[src/rtl/span_pixel_emitter.sv]
// Serialises per-span coverage masks into a one-pixel-per-cycle coordinate stream.
// Optional per-tile pixel counters are enabled with the SPAN_PIX_COUNT_EN macro.
module span_pixel_emitter #(
    parameter int unsigned MASK_W  = 32,
    parameter int unsigned COORD_W = 11
) (
    input  logic               clock,
    input  logic               reset_n,
    input  logic               span_valid,
    output logic               span_ready,
    input  logic [MASK_W-1:0]  span_mask,
    input  logic [COORD_W-1:0] span_x,
    input  logic [COORD_W-1:0] span_y,
    input  logic               span_last,
    output logic               pix_valid,
    input  logic               pix_ready,
    output logic [COORD_W-1:0] pix_x,
    output logic [COORD_W-1:0] pix_y,
    output logic               pix_first,
    output logic               pix_last,
    output logic               tile_done,
    output logic               busy
`ifdef SPAN_PIX_COUNT_EN
    ,
    output logic [15:0]        tile_pix_count,
    output logic [15:0]        tile_pix_total
`endif
);

    localparam int unsigned IDX_W = $clog2(MASK_W);
    localparam int unsigned HI_W  = COORD_W - IDX_W;

    typedef enum logic {
        IDLE,
        EMIT
    } state_t;

    state_t              state_q, state_d;
    logic [MASK_W-1:0]   mask_q, mask_d;
    logic [HI_W-1:0]     base_q, base_d;
    logic                slast_q, slast_d;
    logic                valid_d;
    logic [COORD_W-1:0]  x_d, y_d;
    logic                first_d, last_d;
    logic                done_d;

    logic                hs;
    logic                accept;
    logic                load;
    logic                empty_done;
    logic [IDX_W-1:0]    span_idx, rem_idx;
    logic [MASK_W-1:0]   span_rest, rem_rest;
    logic [HI_W-1:0]     span_hi;
    logic                unused_low;

    // Index of the lowest set bit; result is don't-care for an all-zero mask.
    function automatic logic [IDX_W-1:0] lsb_idx(input logic [MASK_W-1:0] m);
        lsb_idx = '0;
        for (int i = int'(MASK_W) - 1; i >= 0; i--) begin
            if (m[i]) lsb_idx = IDX_W'(i);
        end
    endfunction

    assign span_idx   = lsb_idx(span_mask);
    assign span_rest  = span_mask & (span_mask - MASK_W'(1));
    assign rem_idx    = lsb_idx(mask_q);
    assign rem_rest   = mask_q & (mask_q - MASK_W'(1));
    assign span_hi    = span_x[COORD_W-1:IDX_W];
    assign unused_low = ^span_x[IDX_W-1:0];

    assign hs         = pix_valid && pix_ready;
    assign span_ready = reset_n && ((state_q == IDLE) ||
                                    (state_q == EMIT && hs && pix_last));
    assign accept     = span_valid && span_ready;
    assign load       = accept && (span_mask != '0);
    assign empty_done = accept && (span_mask == '0) && span_last;
    assign busy       = (state_q == EMIT);

`ifdef SPAN_PIX_COUNT_EN
    logic [15:0] cnt_d, total_d;
`endif

    // Next-state and output computation.
    always_comb begin
        state_d = state_q;
        mask_d  = mask_q;
        base_d  = base_q;
        slast_d = slast_q;
        valid_d = pix_valid;
        x_d     = pix_x;
        y_d     = pix_y;
        first_d = pix_first;
        last_d  = pix_last;
        done_d  = 1'b0;

        case (state_q)
            IDLE: begin
                valid_d = 1'b0;
            end
            EMIT: begin
                if (hs) begin
                    if (!pix_last) begin
                        x_d     = {base_q, rem_idx};
                        mask_d  = rem_rest;
                        first_d = 1'b0;
                        last_d  = (rem_rest == '0);
                    end else begin
                        if (slast_q) done_d = 1'b1;
                        state_d = IDLE;
                        valid_d = 1'b0;
                    end
                end
            end
            default: begin
                state_d = IDLE;
                valid_d = 1'b0;
            end
        endcase

        if (empty_done) done_d = 1'b1;

        // A non-empty span takes over from either IDLE or the final handshake.
        if (load) begin
            state_d = EMIT;
            valid_d = 1'b1;
            base_d  = span_hi;
            slast_d = span_last;
            mask_d  = span_rest;
            x_d     = {span_hi, span_idx};
            y_d     = span_y;
            first_d = 1'b1;
            last_d  = (span_rest == '0);
        end
    end

`ifdef SPAN_PIX_COUNT_EN
    // Handshake counter clears on the tile_done cycle but keeps that cycle's pixel.
    always_comb begin
        cnt_d   = tile_pix_count;
        total_d = tile_pix_total;
        if (tile_done) begin
            cnt_d = hs ? 16'd1 : 16'd0;
        end else if (hs && tile_pix_count != 16'hFFFF) begin
            cnt_d = tile_pix_count + 16'd1;
        end
        if (done_d) total_d = cnt_d;
    end

    always_ff @(posedge clock or negedge reset_n) begin
        if (!reset_n) begin
            tile_pix_count <= '0;
            tile_pix_total <= '0;
        end else begin
            tile_pix_count <= cnt_d;
            tile_pix_total <= total_d;
        end
    end
`endif

    always_ff @(posedge clock or negedge reset_n) begin
        if (!reset_n) begin
            state_q   <= IDLE;
            mask_q    <= '0;
            base_q    <= '0;
            slast_q   <= 1'b0;
            pix_valid <= 1'b0;
            pix_x     <= '0;
            pix_y     <= '0;
            pix_first <= 1'b0;
            pix_last  <= 1'b0;
            tile_done <= 1'b0;
        end else begin
            state_q   <= state_d;
            mask_q    <= mask_d;
            base_q    <= base_d;
            slast_q   <= slast_d;
            pix_valid <= valid_d;
            pix_x     <= x_d;
            pix_y     <= y_d;
            pix_first <= first_d;
            pix_last  <= last_d;
            tile_done <= done_d;
        end
    end

endmodule

[config.mk]
export PLATFORM = sky130hd
export DESIGN_NAME = span_pixel_emitter
export DESIGN_NICKNAME = d
export VERILOG_FILES = /design/src/rtl/span_pixel_emitter.sv
export SDC_FILE = /design/constraint.sdc
export NUM_CORES = 1
export LEC_CHECK = 0
export ABC_AREA = 1
export CORE_ASPECT_RATIO = 0.6
export CORE_UTILIZATION = 52
export DETAILED_ROUTE_END_ITERATION = 8
export PLACE_DENSITY = 0.88
export SLEW_MARGIN = 20
export SYNTH_ARGS = -nofsm -noshare
export SYNTH_HDL_FRONTEND = slang
export SYNTH_SLANG_ARGS = --single-unit
export TNS_END_PERCENT = 100
[constraint.sdc]
create_clock -name clock -period 2.7 [get_ports clock]
set_clock_uncertainty 0.05 [all_clocks]
set_input_delay 0.54 -clock clock [delete_from_list [all_inputs] [get_ports clock]]
set_output_delay 0.54 -clock clock [all_outputs]
set_load 0.02 [all_outputs]
# ---- Yosys cells after proc, flatten, opt, wreduce, memory -nomap -nowiden
# Index checks and enable logic that the tools add are counted.
dict set report totals {
  elab_cells 129
  in_bits 59
  reg_bits 66
  out_inout_bits 28
}
dict set report op_classes {
  reduce_logical 18
  bitwise 3
  eq_ne 3
  mux 93
  add_sub_neg 2
}
# cell n
set op_table {}
lappend op_table {{$mux 5} 64}
lappend op_table {{$mux 32} 4}
lappend op_table {{$logic_not 32->1} 3}
lappend op_table {{$and 32x32->32} 2}
lappend op_table {{$sub 32x1->32 const B} 2}
lappend op_table {{$mux 11} 4}
lappend op_table {{$reduce_bool 32->1} 1}
lappend op_table {{$mux 1} 20}
lappend op_table {{$logic_and 1x1->1} 8}
lappend op_table {{$reduce_and 2->1} 2}
lappend op_table {{$reduce_bool 2->1} 2}
lappend op_table {{$ne 3x1->1 const B} 1}
lappend op_table {{$ne 3x2->1 const B} 1}
lappend op_table {{$reduce_and 3->1} 1}
lappend op_table {{$ne 2x1->1 const B} 1}
lappend op_table {{$pmux 1 s2} 1}
lappend op_table {{$logic_or 1x1->1} 1}
lappend op_table {{$not 1->1} 1}

# ---- Depth between registers and ports, before layout
dict set report depth {
  word_depth 36
  mapped_depth 33
  depth_no_buf 33
}

# ---- Worst setup path before layout
# Ideal clock, no wire load.
dict set report synth_path {
  kind {input port to flip-flop}
  startpoint {input port span_mask[0]}
  endpoint {register pix_last}
  path_slack_ns 0.242
  arrival_ns 2.342
  n_path_buf 0
  setup_ns 0.066
  path_stages 21
  required_time_ns 2.584
  cell_sequence {nor2_1 inv_1 nor2_2 inv_2 nor2_4 inv_2 nor2_8 nand2_4 nor2_4 inv_2 nor2_4 inv_2 nor2_4 inv_2 nor2_4 nand4_2 nor3_2 nor2_1 nor4_2 nand4_1 nand2_1}
}
dict set report synth_via {
  elab_chain_len 4
  word_cells_on_any_way 9
  classes_between {add/sub: 1; mux: 1; bitwise: 1; reduce/logical: 6}
}
# element line_no
set synth_lines {}
lappend synth_lines {{from (decl)} 11} ;# input logic [MASK_W-1:0] span_mask,
lappend synth_lines {{$sub 32x1->32 / $reduce_bool 32->1 (equally long branches)} {65, 75}}
lappend synth_lines {{$and 32x32->32 / $logic_and 1x1->1 (equally long branches)} {65, 75}}
lappend synth_lines {{$logic_not 32->1 / $reduce_bool 2->1 (equally long branches)} --}
lappend synth_lines {{$mux 1 / $reduce_and 2->1 (equally long branches)} --}
lappend synth_lines {{to (signal assigned)} 181} ;# pix_last <= last_d;
lappend synth_lines {{to (decl)} 20} ;# output logic pix_last,
# Parallel ways exist; a longest one is shown, timed or not.
# A chain may end at the register's enable or synchronous reset.

# ---- Worst setup path in the final report
dict set report layout_path {
  startpoint {input port span_mask[11]}
  endpoint {register pix_last}
}
# Same word-level chain as after synthesis.

==> reports/metrics.cfg <==
[outcome]
status=finished with violations
failed_checks=negative setup slack

[yosys]
synthTopCellsByCount=nand2_1 (186), inv_1 (115), nor2_1 (82)
synth_top_area_share=0.374
synthArstFlopShare=1.00
yosysMostFrequentCell=nand2_1
ys_ff_latch=65
ys_types=43
synth_edf_count=0
synthesis.instances=647
synth_warnings=0
synthFlopType=dfrtp_1
synthTopCellsByArea=dfrtp_1 (37%), nand2_1 (16%), inv_1 (9.9%)
synth.largest_area_cell=dfrtp_1
synth_nets=706
avgSynthCellArea_um2=6.72
ys_seq_area_frac=0.374
syn_area_mm2=0.00435

[worst_setup_path]
critPathBufInv=7
reg2reg_from=mask_q[2]
crit_family=simple AND/OR/NAND/NOR gates
crit_type=primary input to flip-flop
cpMostUsedCell=nor2_4
endpoint_kind=flip-flop
crit_slowest_cell=nor4_2
cp_cell_sequence=dlygate4sd2_1 -> nor2_2 -> inv_1 -> nor2_4 -> buf_6 -> nand2_4 -> nor2_4 -> inv_2 -> nor2_4 -> inv_2 -> nor2_4 -> inv_2 -> nor2_4 -> nand4_4 -> buf_4 -> nor2_2 -> nor2_1 -> nor4_2 -> nand4_1 -> nand2_1
max_stage_delay_ps=320
worstPathRequired_ps=2930
crit_path_start_kind=primary input
path_max_fanout=2
critPathLaunch=span_mask[11]
worst_ep_arrival_time_ps=3090

[sta]
setup_viol=3
rsz0062_at_grt=yes
hold_viol=0
slew_viol_final=0
period_share=1.06
fin_ws_ps=-158
max_freq_mhz=350
whs_ps=415
relSlewSlack=0.438
min_period_ps=2860
tightest_slew_ps=842

[cts]
cts_sinks=65
htree_levels=3
hold_buffers=0
worstSkewPairLatency_ps=350
root_buffer=clkbuf_16
cts_tree=done
clk_pin_slew_worst_paths_ps=60
cts_buffer_depth=2
cts_buffers=9

[floorplan]
dieArea_mm2=0.00874
die_w_um=120
start_util=0.545
ios=87
die_h_um=72.8
core-area_mm2=0.00798
fp-row-count=25

[global_routing]
grt_usage=0.403
gr-total-overflow=0
grt_max_degree=66
grt_pass1_wl_um=26700
grt_pass1_vias=5359
antenna_found_initial=1

[drt]
wl_um=19100
viasPerCell=6.11
wl_per_cell_um=19.6
ant_nets=0
drc=0
num_vias=5952
wl_met3_um=2790
dr.pass1.iters=7
dr_wl_met2_um=8200
maxUsedRoutingLayer=met5
drt-initial-drc-count=951
m1WireLength_um=6730

[placed_design]
port_buffers=81
dpl.hpwl_um=11200
place_congestion=1.02
place_area_mm2=0.00610

[flow_run]
drv_cap=0

[min_path]
hp-start=base_q[0]
worstHoldPathType=flip-flop to flip-flop

[pwr]
leakage_nw=3.33
p_total_w=0.00248
power_density_mw_per_mm2=365
peakVddDrop_mv=0.328

[finish]
final_nets=919
area_growth_pct=56.3
drive_above_1_share=0.271
stdcell_area_mm2=0.00679

[flip-flops by register name, summed over array words and instances, names as in the netlist]
name       flops
pix_x         11
mask_q        31
pix_y         11
pix_valid      1
tile_done      1
base_q         6
busy           1
slast_q        1
pix_first      1
pix_last       1
[per-stage QoR]
stage                     TNS (ps)  instances  utilization  setup slack (ps)
after floorplan                  0        647            -               242
after global routing          -629        973        0.851              -232
after detailed placement     -8940        931        0.765              -424
after global placement       -5670        931        0.765              -334
final                         -182        974        0.852              -158
after CTS                    -45.9        962        0.821             -45.9
[cells in the final DEF (no fill, tap or decap), drive strengths merged, types with 7 or more instances in the layout]
| cell | instances |
|---|---|
| inv | 130 |
| o211ai | 7 |
| dfrtp | 65 |
| dlygate4sd2 | 9 |
| nor3 | 13 |
| o21ai | 22 |
| a21oi | 31 |
| buf | 136 |
| o221ai | 8 |
| nor2 | 98 |
| nand3 | 14 |
| o22ai | 9 |
| nand2 | 189 |
| a31oi | 12 |
| clkdlybuf4s50 | 62 |
| clkbuf | 14 |
[path summary, 6_finish.rpt]
kind	slack, ps	to	cells after the start
worst max-delay path	-160	pix_last	20
worst min-delay path	420	base_q[0]	2
worst max register to register	-10	pix_last	17
worst min register to register	420	base_q[0]	2
max in group asynchronous	1560	mask_q[31]	2
min in group asynchronous	450	pix_x[6]	2
[logic make-up (layout without fill, tap and decap cells)]
group           Yosys count  after routing  share of synthesized area
simple gates            328            328                      0.334
compound gates          110            110                      0.165
buf+inv                 144            362                      0.127
flops                    65             65                      0.374
other cells               0              1                          0
[timing repair]
item	in CTS	in global routing
setup buffers	15	11
endpoints found under the setup margin	4	26
resized for setup	28	52
pin swaps	19	37
gates cloned	0	0
[report_power, final]
part	total, W	switching (W)	leakage (nW)	internal, W
Clock	0.00119	0.000474	0.141	0.000720
Combinational	0.000311	0.000167	2.41	0.000145
Sequential	0.000974	0	0.781	0.000974
[layer usage]
layer	global-route usage	vias up
met4	0.192	2
met1	0.524	2676
met3	0.120	180
met5	0	-
li1	-	2491
met2	0.621	603
[tightest hold or removal path: stages, from the launching register on]
cell,delay [ps]
dfrtp_1,320
nand2_1,60
nand2_1,50
[cell type report]
class,instances,area [µm²]
tap,108,135
fill,402,1180
inverter,130,490
multi-input combinational,438,2370
clock inverter,4,52.6
clock buffer,12,236
timing repair buffer,216,1880
sequential,65,1630
antenna,1,2.50
No activity file was read; power rests on OpenSTA's default activity.
